**config.mk**
```make
export PLATFORM = sky130hd
export DESIGN_NAME = dem_pn_sequence_gen
export DESIGN_NICKNAME = d
export VERILOG_FILES = /design/src/rtl/dem_pn_sequence_gen.sv
export SDC_FILE = /design/constraint.sdc
export NUM_CORES = 1
export LEC_CHECK = 0
export ABC_AREA = 1
export CAP_MARGIN = 20
export CORE_MARGIN = 3
export CORE_UTILIZATION = 54
export DETAILED_ROUTE_END_ITERATION = 10
export GPL_TIMING_DRIVEN = 0
export MAX_ROUTING_LAYER = met4
export PLACE_DENSITY = 0.8
export SYNTH_ARGS = -nofsm -noshare
export SYNTH_HDL_FRONTEND = slang
export SYNTH_SLANG_ARGS = --single-unit
```
**constraint.sdc**
```tcl
create_clock -name clk_i -period 1.7 [get_ports clk_i]
set_clock_uncertainty 0.15 [all_clocks]
set_input_delay 0.51 -clock clk_i [delete_from_list [all_inputs] [get_ports clk_i]]
set_output_delay 0.51 -clock clk_i [all_outputs]
set_load 0.005 [all_outputs]
```
**src/rtl/dem_pn_sequence_gen.sv**
```systemverilog
// Galois-LFSR PN bit source for the DEM switching tree: NUM_PN bits per advance,
// reseed handshake and all-zero lockup recovery. Define DEM_PN_CHOP_EN for polarity chopping.
module dem_pn_sequence_gen #(
  parameter int unsigned           LFSR_WIDTH   = 16,
  parameter int unsigned           NUM_PN       = 8,
  parameter logic [LFSR_WIDTH-1:0] TAPS         = 16'hB400,
  parameter logic [LFSR_WIDTH-1:0] SEED_DEFAULT = 16'h0001
) (
  input  logic                  clk_i,
  input  logic                  reset_ni,
  input  logic                  enable_i,
  input  logic                  seed_load_i,
  input  logic [LFSR_WIDTH-1:0] seed_i,
  output logic                  seed_ack_o,
  output logic [NUM_PN-1:0]     pn_seq_o,
  output logic                  pn_valid_o,
  output logic                  lockup_o
);

  typedef enum logic [1:0] {IDLE, RUN, SEED, RECOVER} state_e;

  state_e                  state_q, state_d;
  logic [LFSR_WIDTH-1:0]   lfsr, lfsr_d;
  logic [LFSR_WIDTH-1:0]   lfsr_next_p0;
  logic [NUM_PN-1:0]       raw_bits_p0, pn_bits_p0;
  logic                    adv_p0, load_p0, lockup_det_p0;

  // NUM_PN chained right-shift Galois steps; bit j is the output of step j.
  function automatic logic [LFSR_WIDTH+NUM_PN-1:0] advance(input logic [LFSR_WIDTH-1:0] s);
    logic [LFSR_WIDTH-1:0] st;
    logic [NUM_PN-1:0]     bits;
    st   = s;
    bits = '0;
    for (int j = 0; j < int'(NUM_PN); j++) begin
      bits[j] = st[0];
      st      = (st >> 1) ^ (st[0] ? TAPS : '0);
    end
    return {st, bits};
  endfunction

  assign {lfsr_next_p0, raw_bits_p0} = advance(lfsr);

  // A zero state is only tolerated during the RECOVER cycle that overwrites it.
  assign lockup_det_p0 = (lfsr == '0) && (state_q != RECOVER);

  always_comb begin
    state_d = state_q;
    lfsr_d  = lfsr;
    adv_p0  = 1'b0;
    load_p0 = 1'b0;
    if (state_q == RECOVER) begin
      state_d = IDLE;
      lfsr_d  = SEED_DEFAULT;
    end else if (lockup_det_p0) begin
      state_d = RECOVER;
    end else if (seed_load_i) begin
      state_d = SEED;
      load_p0 = 1'b1;
      lfsr_d  = (seed_i == '0) ? SEED_DEFAULT : seed_i;
    end else begin
      case (state_q)
        IDLE: begin
          if (enable_i) begin
            adv_p0  = 1'b1;
            state_d = RUN;
          end
        end
        RUN: begin
          if (enable_i) adv_p0 = 1'b1;
          else          state_d = IDLE;
        end
        default: state_d = IDLE;
      endcase
    end
    if (adv_p0) lfsr_d = lfsr_next_p0;
  end

`ifdef DEM_PN_CHOP_EN
  logic phase_q;

  assign pn_bits_p0 = raw_bits_p0 ^ {NUM_PN{phase_q}};

  always_ff @(posedge clk_i or negedge reset_ni) begin
    if (!reset_ni)                                       phase_q <= 1'b0;
    else if (load_p0 || lockup_det_p0 || state_q == RECOVER) phase_q <= 1'b0;
    else if (adv_p0)                                     phase_q <= ~phase_q;
  end
`else
  assign pn_bits_p0 = raw_bits_p0;
`endif

  // ---- p0 -> p1: registered state and outputs ----
  always_ff @(posedge clk_i or negedge reset_ni) begin
    if (!reset_ni) begin
      state_q    <= IDLE;
      lfsr       <= SEED_DEFAULT;
      pn_seq_o   <= '0;
      pn_valid_o <= 1'b0;
      seed_ack_o <= 1'b0;
      lockup_o   <= 1'b0;
    end else begin
      state_q    <= state_d;
      lfsr       <= lfsr_d;
      pn_valid_o <= adv_p0;
      seed_ack_o <= load_p0;
      if (adv_p0)             pn_seq_o <= pn_bits_p0;
      if (lockup_det_p0)      lockup_o <= 1'b1;
      else if (load_p0)       lockup_o <= 1'b0;
    end
  end

endmodule

```
* Word-level counts from Yosys, hierarchy flattened *
Cells that the tools add are included.

operators by class
  eq/ne operators = 6
  reduce and logical (&&, ||, !) cells = 9
  bitwise gates (word level) = 8
  multiplexer cells = 29

operators with widths
  operator              number
  $mux W16              13
  $xor A15 B16 Y16      8
  $logic_not A16 Y1     2
  $mux W1               10
  $mux W2               5
  $ne A5 B5 Y1 const B  2
  $pmux W2 S2           1
  $reduce_and A2 Y1     2
  $ne A3 B2 Y1 const B  1
  $reduce_bool A3 Y1    1
  $eq A2 B1 Y1 const B  1
  $eq A2 B2 Y1 const B  1
  $logic_not A2 Y1      1
  $ne A2 B2 Y1 const B  1
  $reduce_bool A2 Y1    1
  $reduce_or A2 Y1      1
  $logic_and A1 B1 Y1   1

storage, ports and cells
  input bits = 20
  logic and storage cells = 58
  output and inout port bits = 11
  flip-flop bits (word level) = 29

* Logic depth before layout (Yosys ltp) *
Gate-level depths: netlist of run 1.

  word-level depth = 17
  mapped depth = 11

* Least setup slack after synthesis of run 1 *
OpenSTA, ideal clock, no wires.

  kind = in2reg
  from = in enable_i
  to = reg state_q[0]
  cell stages on the path = 6
  setup time = 117 ps
  setup slack = 141 ps
  data required time = 1,433 ps
  buffers on the path = 1
  arrival time = 1,292 ps
  path through = inv_1 nor3_4 buf_2 nand3_2 nand3_1 nand2_1

on the way
  longest elaborated chain between the ends = 2

ends and longest elaborated chain
  what                                    line  source
  start, declared                         11    input logic enable_i,
  $ne A5 B5 Y1 (no source line)           n/a
  $reduce_and A2 Y1 (no source line) (*)  n/a
  end signal, assigned                    102   state_q <= state_d;
  end, declared                           22    state_e state_q, state_d;

Every way passes the cells marked *; elsewhere a longest branch is shown, timed or not.
A chain may end at the register's enable or synchronous reset.

* Worst setup path in the final report of run 1 *
  from = reg lfsr[1]
  to = reg lfsr[1]

on the way
  longest elaborated chain between the ends = 6

ends and longest elaborated chain
  what                                                                        line  source
  start, declared                                                             23    logic [LFSR_WIDTH-1:0] lfsr, lfsr_d;
  start signal, assigned                                                      103   lfsr <= lfsr_d;
  $logic_not A16 Y1 (*)                                                       44    assign lockup_det_p0 = (lfsr == '0) && (state_q != RECOVER);
  $logic_and A1 B1 Y1 (*)                                                     44
  $mux W1                                                                     54    end else if (lockup_det_p0) begin
  $mux W1                                                                     51    if (state_q == RECOVER) begin
  $ne A3 B2 Y1 (no source line) / $reduce_bool A3 Y1 (equally long branches)  n/a
  $reduce_and A2 Y1 (no source line)                                          n/a

Marked as above.

==> impl_results.md, run 1 <==
* Count leader, synth: nand2_1
* Global-route wire length before repair at 8493 um
* Fraction of layout cells with a size suffix above 1 at 21.98%
* Hold/Removal Path Class: flip-flop to flip-flop
* Cell Rows at 21
* TritonCTS clock tree: built
* RSZ-0062 raised after global routing: yes
* Clk buf depth at 2
* I/O pin cnt at 31
* Antenna Cells at 0
* Final Non-Filler Cells at 419
* Sequential area share after synthesis at 36.40%
* TritonCTS buffer count at 5
* Fin. Hold Viols at 0
* Initial Util at 58.02%
* Top cell types by occurrence after synthesis: 133 x nand2_1, 39 x nor2_1, 36 x inv_1
* Worst Slack Setup Final at -0.04294 ns
* Synth Net Count at 331
* Vias/cell at 5.394
* Full die area at 0.004464 sq mm
* Worst-margin pin slew at 0.7117 ns
* DRC at 0
* Inst Count DP at 388
* Post-Route Utilization at 81.64%
* Total number of vias at 2260
* Area delta synth->final at 40.73%
* Psw at 0.9143 mW
* Hold-fix buffers at CTS at 0
* Period minus WS final at 1.743 ns
* I/O Buffers at 30
* Ranking of synthesized cells by area: dfrtp_1 35%, nand2_1 25%, nand3_1 8.0%, nor2_1 7.3%, inv_1 6.8%
* Std-Cell Core Area at 0.003442 sq mm
* Worst EP arrival at 1.83 ns
* Syn_area_per_cell at 6.421 sq um
* Switching Fraction at 36.84%
* Total Routing Usage GR at 26.78%
* Setup violators final at 12
* CTS sink cnt at 29
* Final HPWL DP at 3725 um
* Seq pwr share at 37.7%
* Req. time, crit path at 1.78 ns
* Internal Power at 1.567 mW
* Die X at 66.81 um
* Yosys top cell area share at 35.09%
* Vias in the first global route at 1897
* Clk slew on worst S/H paths at 0.07 ns
* Rel. slew slack at 52.41%
* Prevailing post-synth register cell: dfrtp_1
* Crit. End Element: flip-flop
* Nets at 392
* Die height at 66.81 um
* Max-cap violation count at 0
* Placed Area at 0.002382 sq mm
* Post-synthesis cell area at 0.001997 sq mm
* Largest net degree at the start of global routing at 18
* Critical path peak fanout at 6
* Clk pwr share at 26.3%
* Wire per inst at 15.50 um
* Grt ovf at 0
* Global placement routability congestion at 0.9337
* Detail Route Antenna Nets at 0
* VDD IR-drop max at 0.0004313 V
* Async SR Flop Fraction at 100.0%
* FF+latch count, synth at 29
* Pwr Total at 2.482 mW
* Power Density at 883.0 mW/mm^2
* Clock Latency Late Sink at 0.29 ns
* Max Slew Vio Count at 0
* Failing checks: setup timing
* EDFF count, synth at 0
* Synthesis Warnings at 0
* Status: finished, violations left
* Post-synthesis cell type count at 21
* H-tree levels at 2
* Setup Crit Path Kind: flip-flop to flip-flop
* DR pass1 iterations at 5
* Fmax at 0.5737 GHz
* Comb power frac at 36.0%
* Period utilisation layout at 102.5%
* Iter 0 DRT Violations at 198
* Cell count after synthesis at 311
* Largest area contributor in the netlist: dfrtp_1
* Antenna violations before repair at 0
* Crit start category: flip-flop
* P_leak at 1.616 nW
* Final Instance Area at 0.002810 sq mm
* Root buf cell: clkbuf_8
* Routed WL at 6496 um
## metrics by stage
stage          TNS (ns)  hold WS, ns  worst slack [ns]
2_1_floorplan         0      0.06441            0.1409
5_1_grt          -1.941       0.3451           -0.1341
4_1_cts               0       0.3232           0.01385
3_5_place_dp     -12.48       0.3131           -0.5549
6_report        -0.1787       0.3244          -0.04294
3_3_place_gp     -27.95       0.3070           -0.5537
## power groups by stage
stage | logic [mW] | registers [mW] | clock network [mW]
finish | 0.893 | 0.935 | 0.653
floorplan | 0.464 | 0.916 | 0
global route | 0.983 | 0.946 | 0.679
CTS | 0.760 | 0.920 | 0.641
global placement | 0.712 | 0.935 | 0
detailed placement | 0.731 | 0.942 | 0
## what timing repair did
item                       CTS  global route
pin swaps                    2            13
cloned                       1             2
gates resized for setup     26            28
setup endpoints to repair   38            28
buffers inserted             8            12
## registers in the layout (all words and copies together), names as in the netlist
name / cells
lockup_o: 1
state_q: 2
seed_ack_o: 1
pn_seq_o: 8
pn_valid_o: 1
lfsr: 16
## worst max-delay path: stages, from the launching register on
cell	delay (ns)
dfrtp_1	0.37
buf_6	0.13
nor2_4	0.10
nand2_2	0.07
nor2_4	0.15
nand2_4	0.12
buf_8	0.16
buf_8	0.13
nand3b_1	0.09
nand3_1	0.12
nand2_1	0.08
## layout make-up
cell class                      count  area, sq um
Timing Repair Buffer               54        548.0
Tap cell                           46        57.56
Clock inverter                      1        5.005
Clock buffer                        7        96.34
Fill cell                         223        631.9
Sequential cell                    29        734.5
Buffer                             12        122.6
Multi-Input combinational cell    234         1111
Inverter                           36        135.1
## cells in the final DEF (no fill, tap or decap), types with 4 or more instances in the layout
cell type	instances
nand2_1	128
nor2_1	36
inv_1	34
nand3_1	29
dfrtp_1	22
buf_4	20
clkdlybuf4s50_1	17
dlygate4sd2_1	13
nand3_2	8
nand2_2	7
clkbuf_8	7
nor2_4	6
o21ai_1	6
dfrtp_2	6
buf_6	4
nand2_4	4
buf_8	4
## final timing paths
path | startpoint | end | slack, ns | cells after the start
max in group asynchronous | reset_ni | lfsr[0] | 0.30 | 2
min in group asynchronous | reset_ni | state_q[1] | 0.49 | 1
max | lfsr[1] | lfsr[1] | -0.04 | 10
max reg2reg | lfsr[1] | lfsr[1] | -0.04 | 10
min reg2reg | pn_seq_o[7] | pn_seq_o[7] | 0.32 | 2
min | pn_seq_o[7] | pn_seq_o[7] | 0.32 | 2
## cell families after synthesis
kind of cell	after synthesis	share of synthesized area [%]
simple gates	223	49.62
xor+xnor	2	0.8774
compound gates	9	2.255
flops	29	36.40
buf+inv	48	10.84
## per-layer routing
metal	global-route usage [%]	routed length, um	vias up
li1	-	-	1067
met2	41.21	3155	147
met3	5.734	604	38
met4	15.99	280	0
met5	-	0	-
met1	32.14	2455	1008
(Power assumes the default switching activity.)
==> inputs of run 2 (changes only) <==
--- a/config.mk
+++ b/config.mk
@@ -13,6 +13,7 @@
 export GPL_TIMING_DRIVEN = 0
 export MAX_ROUTING_LAYER = met4
 export PLACE_DENSITY = 0.8
+export SLEW_MARGIN = 40
 export SYNTH_ARGS = -nofsm -noshare
 export SYNTH_HDL_FRONTEND = slang
 export SYNTH_SLANG_ARGS = --single-unit
==> impl_results.md, run 2 (synthesized netlist as in run 1, its figures left out) <==
* Status: finished, violations left (unchanged)
* Failing checks: setup timing (unchanged)
* Fin. Hold Viols at 0 (unchanged)
* Antenna violations before repair at 0 (unchanged)
* I/O pin cnt at 31 (unchanged)
* Setup Crit Path Kind: flip-flop to flip-flop (unchanged)
* Die X at 66.81 um (unchanged)
* Max-cap violation count at 0 (unchanged)
* DP Worst Slack at -0.5474 ns (was -0.5549 ns)
* Hold-fix buffers at CTS at 0 (unchanged)
* Fmax at 0.5795 GHz (was 0.5737 GHz)
* Crit start category: flip-flop (unchanged)
* Placed Area at 0.002350 sq mm (was 0.002382 sq mm)
* Total number of vias at 2146 (was 2260)
* Post-Route Utilization at 79.86% (was 81.64%)
* Regs by FF count: lfsr x16, pn_seq_o x8, state_q x2 (unchanged)
* Most Crowded Layer GR: met2 (unchanged)
* Register area at 735.7 sq um (was 734.5 sq um)
* CTS sink cnt at 29 (unchanged)
* Crit path max-delay family: simple AND/OR/NAND/NOR gates (unchanged)
* Commonest non-fill, non-tap cells in the layout: 132 x nand2_1, 37 x nor2_1, 34 x inv_1 (was 128 x nand2_1, 36 x nor2_1, 34 x inv_1)
* Initial Util at 58.02% (unchanged)
* TritonCTS buffer count at 5 (unchanged)
* P_leak at 1.604 nW (was 1.616 nW)
* Global placement routability congestion at 0.9337 (unchanged)
* Final Hold Slack at 0.1010 ns (was 0.3244 ns)
* Final HPWL DP at 3670 um (was 3725 um)
* Setup violators final at 11 (was 12)
* Die height at 66.81 um (unchanged)
* M2 GR Usage at 40.35% (was 41.21%)
* Hold/Removal Path Class: input port to async pin (was flip-flop to flip-flop)
* Worst-margin pin slew at 0.6668 ns (was 0.7117 ns)
* Std-Cell Core Area at 0.003442 sq mm (unchanged)
* Antenna Cells at 0 (unchanged)
* RSZ-0062 raised after global routing: yes (unchanged)
* Crit path buf inv count at 2 (was 3)
* Clk buf depth at 2 (unchanged)
* WP depth at 10 (unchanged)
* Full die area at 0.004464 sq mm (unchanged)
* Req. time, crit path at 1.73 ns (was 1.78 ns)
* Detail Route Antenna Nets at 0 (unchanged)
* Global-route wire length before repair at 8500 um (was 8493 um)
* Power Density at 890.0 mW/mm^2 (was 883.0 mW/mm^2)
* Met3 GRT Util at 6.239% (was 5.734%)
* Root buf cell: clkbuf_8 (unchanged)
* Clk slew on worst S/H paths at 0.07 ns (about the same)
* I/O Buffers at 30 (unchanged)
* Period utilisation layout at 101.5% (was 102.5%)
* Vias/cell at 5.110 (was 5.394)
* VDD IR-drop max at 0.0005175 V (was 0.0004313 V)
* Max Slew Vio Count at 0 (unchanged)
* Final Instance Area at 0.002749 sq mm (was 0.002810 sq mm)
* Routed WL at 5709 um (was 6496 um)
* Top reg by flops: lfsr (unchanged)
* Max reg flops at 16 (unchanged)
* Period minus WS final at 1.726 ns (was 1.743 ns)
* Largest net degree at the start of global routing at 30 (was 18)
* Rel. slew slack at 55.54% (was 52.41%)
* Vias in the first global route at 1867 (was 1897)
* Iter 0 DRT Violations at 121 (was 198)
* Fillers at 262 (was 223)
* Worst EP arrival at 1.76 ns (was 1.83 ns)
* TritonCTS clock tree: built (unchanged)
* Cell Rows at 21 (unchanged)
* Critical path peak fanout at 6 (unchanged)
* Nets at 393 (was 392)
* Pwr Total at 2.447 mW (was 2.482 mW)
* CP Cell Sequence: nor2_1 -> nand2_1 -> nor2_4 -> nand2_4 -> buf_8 -> buf_12 -> nand3_2 -> nand2_1 -> nand2_1 -> nand2_1 (was buf_6 -> nor2_4 -> nand2_2 -> nor2_4 -> nand2_4 -> buf_8 -> buf_8 -> nand3b_1 -> nand3_1 -> nand2_1)
* Worst path slowest cell: dfrtp_1 (unchanged)
* Fraction of layout cells with a size suffix above 1 at 21.12% (was 21.98%)
* Worst Slack Setup Final at -0.02554 ns (was -0.04294 ns)
* Grt ovf at 0 (unchanged)
* Most common cell after layout, fill and taps aside: nand2_1 (unchanged)
* H-tree levels at 2 (unchanged)
* Area delta synth->final at 37.66% (was 40.73%)
* Crit. End Element: flip-flop (unchanged)
* Global-route met1 utilization at 33.79% (was 32.14%)
* Wire per inst at 13.59 um (was 15.50 um)
* Worst path most repeated cell: nand2_1
* DR pass1 iterations at 4 (was 5)
* Clock Latency Late Sink at 0.29 ns (about the same)
* Total Routing Usage GR at 26.37% (was 26.78%)
* Multi-input logic area at 0.001094 sq mm (was 0.001111 sq mm)
* DRC at 0 (unchanged)
* Max stage delay on crit path at 0.43 ns (was 0.37 ns)
* R2R cell count at 10 (unchanged)
==> run 2: cell types whose count changed in the layout (fill, tap and decap cells not counted), moves of 2 or more <==
cell | before | now
buf_4 | 20 | 26
buf_8 | 4 | 2
nand2_1 | 128 | 132
nand2_2 | 7 | 3
==> run 2: per-layer routing <==
layer / up-vias / wire [um]
met5: - / 0
met3: 16 / 406
met2: 90 / 2736
li1: 1069 / -
met4: 0 / 147
met1: 971 / 2419
==> run 2: final timing paths <==
path / startpoint / to / slack [ns]
setup / recovery: lfsr[11] / lfsr[11] / -0.03
hold / removal: reset_ni / seed_ack_o / 0.10
setup reg to reg: lfsr[11] / lfsr[11] / -0.03
hold reg to reg: pn_seq_o[6] / pn_seq_o[6] / 0.32
max in group asynchronous: reset_ni / lfsr[5] / 0.82
min in group clk_i: pn_seq_o[6] / pn_seq_o[6] / 0.32
==> run 2: area by class of cell <==
class                   instances  area share (%)
multi-input cells             234           39.78
flip-flops and latches         29           26.76
repair buffers                 55           18.39
inverters                      36           4.916
plain buffers                  12           4.370
clock buffers                   7           3.505
well taps                      46           2.094
clock inverters                 1          0.1821
==> run 2: timing repair <==
item,4_1_cts,5_1_grt
setup buffers,7,15
cloned,1,2
endpoints found under the setup margin,38,22
pin swaps,3,13
hold endpoints to repair,0,0
resized for setup,26,22
==> run 2: worst reg2reg max path, stage by stage (launching register included) <==
cell,delay (ns)
dfrtp_1,0.43
nor2_1,0.14
nand2_1,0.12
nor2_4,0.18
nand2_4,0.12
buf_8,0.16
buf_12,0.13
nand3_2,0.05
nand2_1,0.05
nand2_1,0.06
nand2_1,0.05
==> run 2: power by group <==
part	total [mW]	internal, mW	switching, mW
Sequential	0.927	0.811	0.116
Combinational	0.870	0.392	0.478
Clock	0.649	0.366	0.283
==> run 2: per-stage QoR <==
| stage | instances | setup TNS [ns] |
|---|---|---|
| detailed placement | 387 | -12.22 |
| floorplan | 311 | 0 |
| finish | 420 | -0.1225 |
| global placement | 387 | -27.95 |
| CTS | 403 | 0 |
| global route | 420 | -1.543 |
